## src/rtl/counter_updown_mod_if.sv

```systemverilog
// Control and status bundle for the up/down modulo counter.
//   en, up, load, load_value : controls driven by the master
//   out, tc, load_err        : registered status returned by the counter
//   at_max, at_min           : combinational range flags derived from out
interface counter_updown_mod_if #(
    parameter int unsigned WIDTH = 8
);
    logic             en;
    logic             up;
    logic             load;
    logic [WIDTH-1:0] load_value;
    logic [WIDTH-1:0] out;
    logic             tc;
    logic             load_err;
    logic             at_max;
    logic             at_min;

    modport master (
        output en, up, load, load_value,
        input  out, tc, load_err, at_max, at_min
    );

    modport slave (
        input  en, up, load, load_value,
        output out, tc, load_err, at_max, at_min
    );
endinterface

```

## src/rtl/counter_updown_mod.sv

```systemverilog
// Parametrised up/down modulo counter with parallel load, wrap or saturate
// behaviour at the range ends, and terminal-count / load-error pulses.
//   clk    : rising-edge clock
//   reset  : synchronous active-high reset
//   bus    : counter_updown_mod_if.slave (controls in, count and status out)
module counter_updown_mod #(
    parameter int unsigned      WIDTH       = 8,
    parameter longint unsigned  MODULUS     = 256,
    parameter bit               SATURATE    = 1'b0,
    parameter longint unsigned  RESET_VALUE = 0
) (
    input  logic               clk,
    input  logic               reset,
    counter_updown_mod_if.slave bus
);
    // One extra bit so MODULUS == 2**WIDTH compares without truncation.
    localparam int unsigned CW = WIDTH + 1;
    localparam logic [CW-1:0]    MOD_X = CW'(MODULUS);
    localparam logic [CW-1:0]    MAX_X = CW'(MODULUS - 1);
    localparam logic [WIDTH-1:0] MAX_W = WIDTH'(MODULUS - 1);
    localparam logic [WIDTH-1:0] RST_W = WIDTH'(RESET_VALUE);

    // Elaboration-time parameter legality checks.
    if (WIDTH < 1 || WIDTH > 32) begin : g_bad_width
        $fatal(1, "counter_updown_mod: WIDTH must be 1..32");
    end
    if (MODULUS < 2 || MODULUS > (64'd1 << WIDTH)) begin : g_bad_modulus
        $fatal(1, "counter_updown_mod: MODULUS must be 2..2**WIDTH");
    end
    if (RESET_VALUE >= MODULUS) begin : g_bad_reset_value
        $fatal(1, "counter_updown_mod: RESET_VALUE must be < MODULUS");
    end

    logic [CW-1:0]    cnt_x;
    logic [CW-1:0]    load_x;
    logic [WIDTH-1:0] next_out;
    logic             next_tc;
    logic             next_err;

    assign cnt_x  = {1'b0, bus.out};
    assign load_x = {1'b0, bus.load_value};

    // Next-state selection: load beats count beats hold.
    always_comb begin
        next_out = bus.out;
        next_tc  = 1'b0;
        next_err = 1'b0;
        if (bus.load) begin
            if (load_x < MOD_X) begin
                next_out = bus.load_value;
            end else begin
                next_out = MAX_W;
                next_err = 1'b1;
            end
        end else if (bus.en) begin
            if (bus.up) begin
                if (cnt_x == MAX_X) begin
                    next_tc  = 1'b1;
                    next_out = SATURATE ? bus.out : '0;
                end else begin
                    next_out = WIDTH'(cnt_x + CW'(1));
                end
            end else begin
                if (cnt_x == '0) begin
                    next_tc  = 1'b1;
                    next_out = SATURATE ? bus.out : MAX_W;
                end else begin
                    next_out = WIDTH'(cnt_x - CW'(1));
                end
            end
        end
    end

    // Count and status registers.
    always_ff @(posedge clk) begin
        if (reset) begin
            bus.out      <= RST_W;
            bus.tc       <= 1'b0;
            bus.load_err <= 1'b0;
        end else begin
            bus.out      <= next_out;
            bus.tc       <= next_tc;
            bus.load_err <= next_err;
        end
    end

    // Range flags follow out with no added latency.
    assign bus.at_max = (cnt_x == MAX_X);
    assign bus.at_min = (bus.out == '0);
endmodule

```

## src/flat_wrapper.sv

```systemverilog
// flat-port wrapper written by rule: the top's interface ports become plain ports
module counter_updown_mod_flat 
#(
    parameter int unsigned      WIDTH       = 8,
    parameter longint unsigned  MODULUS     = 256,
    parameter bit               SATURATE    = 1'b0,
    parameter longint unsigned  RESET_VALUE = 0
)
  (clk, reset, bus_en, bus_up, bus_load, bus_load_value, bus_out, bus_tc, bus_load_err, bus_at_max, bus_at_min);
  counter_updown_mod_if #(.WIDTH(WIDTH)) bus_i ();
  input  logic clk;
  input  logic reset;
  input wire logic [$bits(bus_i.en)-1:0] bus_en;
  input wire logic [$bits(bus_i.up)-1:0] bus_up;
  input wire logic [$bits(bus_i.load)-1:0] bus_load;
  input wire logic [$bits(bus_i.load_value)-1:0] bus_load_value;
  output wire logic [$bits(bus_i.out)-1:0] bus_out;
  output wire logic [$bits(bus_i.tc)-1:0] bus_tc;
  output wire logic [$bits(bus_i.load_err)-1:0] bus_load_err;
  output wire logic [$bits(bus_i.at_max)-1:0] bus_at_max;
  output wire logic [$bits(bus_i.at_min)-1:0] bus_at_min;
  assign bus_i.en = bus_en;
  assign bus_i.up = bus_up;
  assign bus_i.load = bus_load;
  assign bus_i.load_value = bus_load_value;
  assign bus_out = bus_i.out;
  assign bus_tc = bus_i.tc;
  assign bus_load_err = bus_i.load_err;
  assign bus_at_max = bus_i.at_max;
  assign bus_at_min = bus_i.at_min;
  counter_updown_mod #(.WIDTH(WIDTH), .MODULUS(MODULUS), .SATURATE(SATURATE), .RESET_VALUE(RESET_VALUE)) u_core (.clk(clk), .reset(reset), .bus(bus_i));
endmodule
```

## config.mk

```make
export PLATFORM = sky130hd
export DESIGN_NAME = counter_updown_mod_flat
export DESIGN_NICKNAME = d
export VERILOG_FILES = /design/src/rtl/counter_updown_mod_if.sv /design/src/rtl/counter_updown_mod.sv /design/src/flat_wrapper.sv
export SDC_FILE = /design/constraint.sdc
export NUM_CORES = 1
export LEC_CHECK = 0
export ABC_AREA = 1
export CAP_MARGIN = 10
export CORE_MARGIN = 1
export CORE_UTILIZATION = 50
export DETAILED_ROUTE_END_ITERATION = 7
export MAX_ROUTING_LAYER = met4
export PLACE_DENSITY = 0.84
export SLEW_MARGIN = 10
export SYNTH_ARGS = -nofsm -noshare
export SYNTH_HDL_FRONTEND = slang
export SYNTH_SLANG_ARGS = --single-unit
```

## constraint.sdc

```tcl
create_clock -name clk -period 3 [get_ports clk]
set_input_delay 0.45 -clock clk [delete_from_list [all_inputs] [get_ports clk]]
set_output_delay 0.45 -clock clk [all_outputs]
set_load 0.05 [all_outputs]
```

### Yosys cells after proc, flatten, opt, wreduce, memory -nomap -nowiden

Cells that the tools add are included.

* add/subtract/negate cells: 2
* $lt $le $gt $ge: 1
* eq/ne operators: 1
* multiplexer cells: 10
* bitwise gates (word level): 2
* reductions and logical operators: 5

Operator list (count)
* $mux 8: 6
* $logic_not 9->1: 1
* $lt 8x9->1 const B: 1
* $add 8x1->8 const B: 1
* $eq 8x8->1 const B: 1
* $logic_not 8->1: 1
* $sub 8x1->8 const B: 1
* $mux 1: 4
* $reduce_or 3->1: 1
* $not 1->1: 2
* $reduce_bool 2->1: 1
* $reduce_or 2->1: 1

* register bits after elaboration: 10
* output and inout port bits: 12
* logic and storage cells: 24

### Logic depth before layout (Yosys ltp)

* word-level depth: 5
* mapped depth: 10

### Worst setup path after synthesis

No wires, ideal clock.

* path kind: flip-flop to output port
* start point: register u_core.bus.out[0]
* end point: output bus_at_max
* data arrival time: 1419 ps
* slack: 1131 ps
* stages on the path, launching flop included: 6
* buffers on the path: 0
* cell sequence: dfxtp_1 > ha_1 > nand2_2 > nor2_4 > nand2_1 > inv_2

* word-level cells in the longest chain between the ends: 1

Ends and longest elaborated chain
* start, declared: RTL line counter_updown_mod_if.sv:25 `output out, tc, load_err, at_max, at_min`
* start signal, assigned: RTL line counter_updown_mod.sv:81 `bus.out <= next_out;`
* $eq 8x8->1: RTL line counter_updown_mod.sv:88 `assign bus.at_max = (cnt_x == MAX_X);`
* end, declared: RTL line flat_wrapper.sv:20 `output wire logic [$bits(bus_i.at_max)-1:0] bus_at_max;`

No other way between the ends.

### Worst setup path in the final report

Ends and elaborated chain as after synthesis.

==> metrics.md <==
| Metric | Value |
|---|---|
| Status | finished clean |
| Max Cap Violations | 0 |
| WL/cell | 13.3 um |
| Final instance area | 1100 um^2 |
| Number of flops mapped to enable cells by yosys | 0 |
| TritonCTS clock tree | yes |
| Post-CTS Setup Inserts | 0 |
| Register area share after synthesis | 0.211 |
| Crit path max fanout | 7 |
| Seq cells post-synth | 9 |
| Top cells by count, synth | nand2_1, inv_1, nor2_1 |
| Worst rel slew slack | 0.665 |
| WL final | 2270 um |
| Ys flop type | dfxtp_1 |
| Setup violations, final | 0 |
| Ys async rst share | 0 |
| Mapped Nets | 147 |
| Die height | 43.3 um |
| Initial core utilization | 0.553 |
| Ant. Diodes | 0 |
| Fillers | 137 |
| Share of layout cells above drive strength 1 | 0.155 |
| CP endpoint kind | output port |
| Setup CP Type | reg -> out |
| Clock Sinks | 9 |
| CTS root buffer | clkbuf_4 |
| Iteration-0 DRC Markers | 44 |
| Post-synthesis adder-cell area fraction | 0.0441 |
| Power Density | 400 nW/um^2 |
| Via/cell ratio | 5.70 |
| Hpwl dp | 1760 um |
| Syn Area/Cell | 6.50 um^2 |
| Via count | 975 |
| Port bufs | 23 |
| Worst-Skew Late Latency | 270 ps |
| Cells after synthesis | 131 |
| Post-Synth XOR/XNOR Area | 0.0308 |
| Placed insts | 167 |
| Fin. max-slew vios | 0 |
| # rows | 14 |
| Clock period minus worst slack | 2550 ps |
| Post-synthesis mux area share | 0 |
| Max Root-Sink Buffers | 2 |
| Final-stage net count | 172 |
| Synth Area in Compound Gates | 0.214 |
| Most numerous cell in the Yosys netlist | nand2_1 |
| Actual slew at the worst max-slew pin | 501 ps |
| Worst clock skew | 0.860 ps |
| Syn. warnings | 0 |
| TNS Setup | 0 ps |
| Worst Hold Slack | 561 ps |
| Placed cell area | 1070 um^2 |
| Top cells by area, synth | dfxtp_1, nand2_1, inv_1, nor2_1, nand3_1 |
| Initial antenna violation count | 0 |
| Final antenna-violating net count | 0 |
| DRT Pass-1 Iters | 4 |
| I/O pin count | 25 |
| Req. time, crit path | 2550 ps |
| Post-Synth Simple-Gate Area | 0.354 |
| Final worst-path cycle share | 0.850 |
| Drc violations | 0 |
| Clock transition at the registers of the reported paths | 70 ps |
| Mapped Area | 852 um^2 |
| Yosys cell types | 32 |
| Grt ovf | 0 |
| Startpoint Class | flip-flop |
| Maximum vdd drop | 0.226 mV |
| Num CTS Buffers | 3 |
| Total track usage | 0.274 |
| First-pass GRT wire length | 3710 um |
| Post-CTS Resized | 0 |
| Fmax | 392 MHz |
| CTS H-Tree Depth | 1 |
| Largest family of logic cells by synthesized area | simple AND/OR/NAND/NOR gates |
| Die area | 1870 um^2 |
| Hold WC Path Type | reg -> reg |
| Leakage | 0.482 nW |
| Top-area cell type share of the netlist area | 0.211 |
| Die width | 43.3 um |
| Final Hold Viols | 0 |
| Pin count of the biggest net entering global routing | 10 |
| Total power | 0.440 mW |
| Post-synth top area cell | dfxtp_1 |
| Layout area overhead | 29.2% |
| RD Place Congestion | 0.925 |
| RSZ-0062 raised after global routing | no |
| Post-Layout Cell Count | 171 |
| CP Data Arrival Time | 2100 ps |
| Core Footprint | 1540 um^2 |
| Hold Buf Count CTS | 0 |
| Vias in the first global route | 861 |
[flip-flops by register name, summed over array words and instances (netlist names)]
register,cells
u_core.bus.tc,1
u_core.bus.out,8
[placed cells by master, fill, tap and decap left out, types with 4 or more instances in the layout]
cell type	n
nand2_1	23
clkdlybuf4s50_1	23
inv_1	16
nor2_1	13
nand3_1	9
dfxtp_1	9
o21ai_0	7
nand2_2	5
a21oi_1	5
inv_2	4
o221ai_1	4
[critical path, cell delays in order, from the launching register on]
cell and delay [ps]:
dfxtp_1 450, ha_1 220, nand2_2 90, nor2_4 130, nand2_1 70, inv_2 80
clkdlybuf4s50_1 790
[power by group]
group | total (mW) | internal [mW] | switching (mW)
Combinational | 0.189 | 0.0718 | 0.117
Sequential | 0.150 | 0.129 | 0.0209
Clock | 0.101 | 0.0515 | 0.0492
Total | 0.440 | 0.253 | 0.187
[routing by layer]
layer / wire length, um / up-vias / track usage
met5: 0 / - / -
met4: 53 / 0 / 0.152
met3: 186 / 7 / 0.0468
met2: 1060 / 49 / 0.427
met1: 972 / 438 / 0.331
li1: - / 481 / -
[cell families (layout without fill, tap and decap cells)]
family,after synthesis,after routing
AO/OA/AOI/OAI,28,28
XOR/XNOR,3,3
adder cells (fa/ha/maj),3,3
buffers and inverters,26,50
flip-flops,9,9
other,1,1
AND/OR/NAND/NOR,61,61
[metrics by stage]
step	utilization	worst slack [ps]
2_1_floorplan	-	1130
3_3_place_gp	0.697	799
3_5_place_dp	0.697	754
4_1_cts	0.714	456
5_1_grt	0.714	351
6_report	0.714	449
[path summary, 6_finish.rpt]
kind,start,endpoint,slack [ps],depth (start not counted)
worst min-delay path,u_core.bus.out[1],u_core.bus.out[1],560,2
worst min register to register,u_core.bus.out[1],u_core.bus.out[1],560,2
worst max-delay path,u_core.bus.out[0],bus_at_max,450,6
worst max register to register,u_core.bus.out[0],u_core.bus.out[4],1470,8
[cell type report]
type / count / area [um^2] / area share
inverters: 22 / 85.1 / 0.0773
well taps: 16 / 20.0 / 0.0182
repair buffers: 24 / 238 / 0.216
flip-flops and latches: 9 / 180 / 0.164
multi-input cells: 96 / 552 / 0.501
clock buffers: 4 / 26.3 / 0.0239
Power figures use the tool's default switching activity.
